### config.mk
export PLATFORM = sky130hd
export DESIGN_NAME = cdb_arbiter_flat
export DESIGN_NICKNAME = d
export VERILOG_FILES = /design/src/rtl/cdb_arbiter_pkg.sv /design/src/rtl/cdb_arbiter_if.sv /design/src/rtl/cdb_fifo.sv /design/src/rtl/cdb_arbiter.sv /design/src/flat_wrapper.sv
export SDC_FILE = /design/constraint.sdc
export NUM_CORES = 1
export LEC_CHECK = 0
export ABC_AREA = 1
export BUFFER_PORTS_ARGS = -buffer_cell sky130_fd_sc_hd__buf_2
export CORE_MARGIN = 4
export CORE_UTILIZATION = 40
export CTS_CLUSTER_SIZE = 30
export DETAILED_ROUTE_END_ITERATION = 12
export PLACE_DENSITY = 0.69
export SLEW_MARGIN = 40
export SYNTH_ARGS = -nofsm -noshare
export SYNTH_HDL_FRONTEND = slang
export SYNTH_SLANG_ARGS = --single-unit
### constraint.sdc
create_clock -name clk -period 4.05 [get_ports clk]
set_input_delay 1.215 -clock clk [delete_from_list [all_inputs] [get_ports clk]]
set_output_delay 1.215 -clock clk [all_outputs]
set_load 0.01 [all_outputs]
### src/rtl/cdb_arbiter_pkg.sv
// cdb_arbiter shared definitions.
// Register index width, invalid tag, round-robin helper.
package cdb_arbiter_pkg;

  localparam int RD_W        = 5;
  localparam int TAG_INVALID = 0;

  function automatic int rr_next(
    input int idx,
    input int n
  );
    return (idx + 1 >= n) ? 0 : idx + 1;
  endfunction

endpackage

### src/rtl/cdb_arbiter_if.sv
// Result sources in, common data bus out.
// master = functional units / consumers, slave = arbiter.
interface cdb_arbiter_if
  import cdb_arbiter_pkg::*;
#(
  parameter int N_SRC  = 4,
  parameter int DATA_W = 32,
  parameter int TAG_W  = 4
);

  logic [N_SRC-1:0]        src_valid;
  logic [N_SRC-1:0]        src_ready;
  logic [N_SRC*TAG_W-1:0]  src_tag;
  logic [N_SRC*RD_W-1:0]   src_rd;
  logic [N_SRC*DATA_W-1:0] src_data;
  logic [TAG_W-1:0]        wb_tag;
  logic [RD_W-1:0]         wb_rd;
  logic [DATA_W-1:0]       wb_data;

  modport master (
    output src_valid,
    output src_tag,
    output src_rd,
    output src_data,
    input  src_ready,
    input  wb_tag,
    input  wb_rd,
    input  wb_data
  );

  modport slave (
    input  src_valid,
    input  src_tag,
    input  src_rd,
    input  src_data,
    output src_ready,
    output wb_tag,
    output wb_rd,
    output wb_data
  );

endinterface

### src/rtl/cdb_fifo.sv
// Single-clock result FIFO with synchronous clear.
// Pointers wrap naturally; count is one bit wider.
module cdb_fifo #(
  parameter int W     = 8,
  parameter int DEPTH = 2
) (
  input  logic         clk,
  input  logic         rst,
  input  logic         clear,
  input  logic         push,
  input  logic         pop,
  input  logic [W-1:0] din,
  output logic         full,
  output logic         empty,
  output logic [W-1:0] head
);

  localparam int PW = $clog2(DEPTH);

  logic [W-1:0]  mem [DEPTH];
  logic [PW-1:0] wp;
  logic [PW-1:0] rp;
  logic [PW:0]   cnt;
  logic          do_push;
  logic          do_pop;

  assign full    = (cnt == (PW+1)'(DEPTH));
  assign empty   = (cnt == '0);
  assign head    = mem[rp];
  assign do_push = push & ~full;
  assign do_pop  = pop & ~empty;

  always_ff @(posedge clk or posedge rst) begin
    if (rst) begin
      wp  <= '0;
      rp  <= '0;
      cnt <= '0;
    end else if (clear) begin
      wp  <= '0;
      rp  <= '0;
      cnt <= '0;
    end else begin
      if (do_push) wp <= wp + PW'(1);
      if (do_pop)  rp <= rp + PW'(1);
      cnt <= cnt + (PW+1)'(do_push)
                 - (PW+1)'(do_pop);
    end
  end

  // Storage needs no reset; count gates visibility.
  always_ff @(posedge clk) begin
    if (do_push && !clear) mem[wp] <= din;
  end

endmodule

### src/rtl/cdb_arbiter.sv
// Round-robin common-data-bus arbiter.
// Drains one buffered result per cycle onto a registered bus.
module cdb_arbiter
  import cdb_arbiter_pkg::*;
#(
  parameter int N_SRC  = 4,
  parameter int DATA_W = 32,
  parameter int TAG_W  = 4,
  parameter int DEPTH  = 2
) (
  input  logic         clk,
  input  logic         rst,
  input  logic         flush,
  cdb_arbiter_if.slave bus
);

  localparam int ENT_W = TAG_W + RD_W + DATA_W;
  localparam int IDX_W = $clog2(N_SRC);

  logic [N_SRC-1:0] push;
  logic [N_SRC-1:0] pop;
  logic [N_SRC-1:0] full;
  logic [N_SRC-1:0] empty;
  logic [ENT_W-1:0] head [N_SRC];
  logic [IDX_W-1:0] last;
  logic [IDX_W-1:0] gnt_idx;
  logic             gnt_any;

  assign bus.src_ready = ~full;

  for (genvar i = 0; i < N_SRC; i++) begin : g_src
    logic [TAG_W-1:0]  tag;
    logic [ENT_W-1:0]  ent;

    assign tag = bus.src_tag[i*TAG_W +: TAG_W];
    assign ent = {tag,
                  bus.src_rd[i*RD_W +: RD_W],
                  bus.src_data[i*DATA_W +: DATA_W]};

    // Invalid-tag pushes handshake but are dropped.
    assign push[i] = bus.src_valid[i] & ~full[i]
                   & (tag != TAG_W'(TAG_INVALID));
    assign pop[i]  = gnt_any & ~flush
                   & (gnt_idx == IDX_W'(i));

    cdb_fifo #(
      .W     (ENT_W),
      .DEPTH (DEPTH)
    ) u_fifo (
      .clk   (clk),
      .rst   (rst),
      .clear (flush),
      .push  (push[i]),
      .pop   (pop[i]),
      .din   (ent),
      .full  (full[i]),
      .empty (empty[i]),
      .head  (head[i])
    );
  end

  always_comb begin : p_arb
    int idx;
    gnt_any = 1'b0;
    gnt_idx = '0;
    idx     = int'(last);
    for (int k = 0; k < N_SRC; k++) begin
      idx = rr_next(idx, N_SRC);
      if (!gnt_any && !empty[idx]) begin
        gnt_any = 1'b1;
        gnt_idx = IDX_W'(idx);
      end
    end
  end

  always_ff @(posedge clk or posedge rst) begin
    if (rst) begin
      last        <= IDX_W'(N_SRC - 1);
      bus.wb_tag  <= TAG_W'(TAG_INVALID);
      bus.wb_rd   <= '0;
      bus.wb_data <= '0;
    end else if (flush) begin
      bus.wb_tag  <= TAG_W'(TAG_INVALID);
    end else if (gnt_any) begin
      last <= gnt_idx;
      {bus.wb_tag, bus.wb_rd, bus.wb_data}
        <= head[gnt_idx];
    end else begin
      bus.wb_tag  <= TAG_W'(TAG_INVALID);
    end
  end

endmodule

### src/flat_wrapper.sv
// flat-port wrapper written by rule: the top's interface ports become plain ports
module cdb_arbiter_flat import cdb_arbiter_pkg::*;
#(
  parameter int N_SRC  = 4,
  parameter int DATA_W = 32,
  parameter int TAG_W  = 4,
  parameter int DEPTH  = 2
)
  (clk, rst, flush, bus_src_valid, bus_src_tag, bus_src_rd, bus_src_data, bus_src_ready, bus_wb_tag, bus_wb_rd, bus_wb_data);
  cdb_arbiter_if #(.N_SRC(N_SRC), .DATA_W(DATA_W), .TAG_W(TAG_W)) bus_i ();
  input  logic clk;
  input  logic rst;
  input  logic flush;
  input wire logic [$bits(bus_i.src_valid)-1:0] bus_src_valid;
  input wire logic [$bits(bus_i.src_tag)-1:0] bus_src_tag;
  input wire logic [$bits(bus_i.src_rd)-1:0] bus_src_rd;
  input wire logic [$bits(bus_i.src_data)-1:0] bus_src_data;
  output wire logic [$bits(bus_i.src_ready)-1:0] bus_src_ready;
  output wire logic [$bits(bus_i.wb_tag)-1:0] bus_wb_tag;
  output wire logic [$bits(bus_i.wb_rd)-1:0] bus_wb_rd;
  output wire logic [$bits(bus_i.wb_data)-1:0] bus_wb_data;
  assign bus_i.src_valid = bus_src_valid;
  assign bus_i.src_tag = bus_src_tag;
  assign bus_i.src_rd = bus_src_rd;
  assign bus_i.src_data = bus_src_data;
  assign bus_src_ready = bus_i.src_ready;
  assign bus_wb_tag = bus_i.wb_tag;
  assign bus_wb_rd = bus_i.wb_rd;
  assign bus_wb_data = bus_i.wb_data;
  cdb_arbiter #(.N_SRC(N_SRC), .DATA_W(DATA_W), .TAG_W(TAG_W), .DEPTH(DEPTH)) u_core (.clk(clk), .rst(rst), .flush(flush), .bus(bus_i));
endmodule
==> summary.md <==
| Metric | Value |
|---|---|
| Outcome | `completed` |
| Antenna diodes | `0` |
| Die extent in x | `211.7 um` |
| Highest achievable clock rate | `304.4 MHz` |
| WP data required | `4530 ps` |
| H-tree lvl count | `2` |
| Clock Skews | `21.74 ps` |
| Avg Cell Area, Syn | `10.26 um^2` |
| Setup_tns | `0 ps` |
| P per Cell Area | `894.4 mW/mm^2` |
| DR pass1 iterations | `6` |
| CP arrival | `3770 ps` |
| #FFs+latches synth | `387` |
| Worst skew pair latency | `approximately 560 ps` |
| Hold Fails Final Rpt | `0` |
| Setup crit end kind | `register` |
| Via count | `12,050` |
| Total Wirelength | `46.62 mm` |
| Io pins | `216` |
| Synth Cell Area | `0.01659 mm^2` |
| FP Rows | `74` |
| Postcts setup bufs | `0` |
| Slew margin rel. | `42.87%` |
| Fin crit share | `between 80% and 90%` |
| Async SR Flop Fraction | `15.25%` |
| Synthesized instance count | `between 1,500 and 2,000` |
| Share of post-route cells with drive strength above 1 | `roughly 18%` |
| Lkg Pwr | `0.008681 uW` |
| # Max-Cap Violations | `0` |
| CTS max path bufs | `3` |
| First DRT Iteration DRCs | `about 1,200` |
| Clk sink count | `387` |
| Fillcell total | `between 3,000 and 4,000` |
| Starting Density | `roughly two fifths` |
| Largest fanout on the critical path | `75` |
| Non-Filler Instances | `roughly 2,400` |
| Resize count post-CTS | `0` |
| Total CTS buffers | `between 40 and 50` |
| Count of cell types in the netlist | `34` |
| Drt wl/cell | `19.63 um` |
| Die Area | `0.04480 mm^2` |
| Die height | `about 210 um` |
| Setup CP Type | `register to register` |
| Vias in the first global route | `11,790` |
| Clock Tree Root | `clkbuf_16` |
| Placer's final routability congestion estimate | `0.8669` |
| Peak VDD IR | `0.001250 V` |
| Nets@finish | `roughly 2,000` |
| RSZ-0062 raised after global routing | `no` |
| Gr ovfl total | `0` |
| Overall routing resource usage | `20.45%` |
| Syn nets | `1,801` |
| P&R area growth vs syn | `17.76%` |
| Via density | `approximately 5.1` |
| Fin. max-slew vios | `0` |
| Hold Buf Count CTS | `0` |
| First-pass GRT wire length | `69.37 mm` |
| Initial antenna violation count | `0` |
| Largest net degree at the start of global routing | `76` |
| Hpwl dp | `31.68 mm` |
| Period minus WS final | `3286 ps` |
| CTS tree | `done` |
| Post-synth EDFFs | `328` |
| Final setup viols | `0` |
| Placed Instances | `around 2,300` |
| Drt drc | `0` |
| HP Class | `register to register` |
| Slew @ Worst Pin | `about 860 ps` |
| Core region area | `0.04092 mm^2` |
| Antenna Nets Post-Route | `0` |
| Sequential share of the synthesized area | `68.28%` |
| Synth Flop Type | `edfxtp_1` |
| Number of port buffers | `215` |
| CTS clk-pin slew, worst paths | `60 ps` |
| Synth Warn # | `0` |
| Crit start category | `register` |
-- synthesized netlist by cell type, types with 2 or more instances --
master      n  share of area, %
buf_1       2             0.045
buf_2      32              0.97
buf_4       5              0.23
buf_6       6              0.41
clkbuf_1   44               1.0
clkinv_1    3             0.068
dfrtp_1    57               8.6
dfstp_2     2              0.32
edfxtp_1  328                59
ha_1       13              0.98
inv_1      39              0.88
inv_2       5              0.11
mux2i_1     4              0.24
nand2_1   886                20
nand2_2     3              0.11
nand3_1    24              0.72
nand3_2     3              0.18
nand4_1    80               3.0
nor2_1     43              0.97
nor2_4      2              0.14
nor3_1      4              0.12
nor4_1      4              0.15
o21ai_0     8              0.24
o22ai_1     4              0.15
xnor2_1     4              0.21
xor2_1      4              0.21
-- layout make-up --
cell class	instances	area, um^2	area share, %
clock inverters	26	271.5	1.390
repair buffers	241	1282	6.564
well taps	532	665.6	3.407
multi-input cells	1094	4717	24.14
inverters	47	178.9	0.9157
clock buffers	48	1095	5.603
flip-flops and latches	387	11330	57.98
-- worst paths after layout --
path,startpoint,to,slack [ps],cells past startpoint
min in group asynchronous,rst,u_core.bus.wb_data[22]$_DFFE_PP0N_,740,2
setup reg to reg,u_core.last[0]$_DFFE_PP1N_,u_core.bus.wb_data[26]$_DFFE_PP0N_,760,15
hold reg to reg,u_core.bus.wb_data[5]$_DFFE_PP0N_,u_core.bus.wb_data[5]$_DFFE_PP0N_,470,2
hold / removal,u_core.bus.wb_data[5]$_DFFE_PP0N_,u_core.bus.wb_data[5]$_DFFE_PP0N_,470,2
setup / recovery,u_core.last[0]$_DFFE_PP1N_,u_core.bus.wb_data[26]$_DFFE_PP0N_,760,15
max in group asynchronous,rst,u_core.bus.wb_data[5]$_DFFE_PP0N_,2630,3
-- state kept, by name, indices dropped and copies added (netlist names) --
signal	count
u_core.bus.wb_rd	5
u_core.g_src.u_fifo.rp	4
u_core.bus.wb_tag	4
u_core.last	2
u_core.bus.wb_data	32
u_core.g_src.u_fifo.cnt	8
u_core.g_src.u_fifo.mem	328
u_core.g_src.u_fifo.wp	4
-- power by group --
part           switching (uW)  leakage, uW  internal (uW)
clock                    1530     0.000668           2310
sequential                267      0.00375           4850
combinational            6150      0.00426           2370
-- cells by family (layout without fill, tap and decap cells) --
family          Yosys count  in the layout  share of synthesized area, %
simple gates           1054           1054                         25.86
fa+ha+maj                13             13                        0.9803
flops                   387            387                         68.28
buf+inv                 136            362                         3.703
compound gates           15             15                        0.5203
xor+xnor                  8              8                        0.4222
mux                       4              4                        0.2413
-- critical path, cell delays in order, from the launching register on --
cell,delay [ps]
dfstp_2,390
ha_1,230
nor2_2,410
nand2_1,140
nand3_1,140
nand2_1,170
nor2_8,190
nand3_2,130
nand3_4,230
buf_6,450
nand2_1,170
nand2_1,160
nand2_1,80
nand2_1,80
nand2_1,40
nand2_1,60
-- stage by stage --
step	power (uW)	hold slack, ps	setup WS [ps]	util [%]	instance area [um^2]
finish	17480	473.9	764.5	47.74	19540
global route	18750	500.6	491.2	47.74	19540
CTS	17540	475.4	667.5	47.72	19530
detailed placement	13680	459.8	697.4	44.38	18160
global placement	13500	461.1	838.4	44.37	18160
floorplan	11240	458.0	74.63	-	16590
-- layer usage --
| layer | share of wire, % | track usage (%) | routed length, um | vias up |
|---|---|---|---|---|
| li1 | - | - | - | 5732 |
| met1 | 41 | 27.35 | 18890 | 5706 |
| met2 | 49 | 34.13 | 22830 | 520 |
| met3 | 7.4 | 3.497 | 3430 | 91 |
| met4 | 3.1 | 6.864 | 1462 | 0 |
| met5 | 0 | 0 | 0 | - |
-- cell usage in the layout, fill, tap and decap left out --
master	count
inv_1	37
clkinv_1	15
nand3_1	24
nor2_1	35
o21bai_1	1
clkinvlp_4	1
nor2_8	1
nor2_2	1
xnor2_1	4
dfrtp_1	57
bufinv_16	6
nand2_4	1
clkinv_2	6
mux2i_1	4
nand3_4	1
edfxtp_1	328
ha_1	13
o21ai_1	1
nand4_4	1
nor4_1	4
nand3b_1	1
buf_4	23
a21oi_2	1
dfstp_2	2
clkbuf_16	43
inv_2	6
nand3_2	2
nand2_1	886
xor2_1	4
buf_6	3
inv_6	1
nor2_4	10
clkbuf_1	5
o22ai_1	4
o21ai_0	8
inv_4	1
buf_2	215
nand2_2	3
nand4_1	80
nor3_1	4
Power figures use the tool's default switching activity.
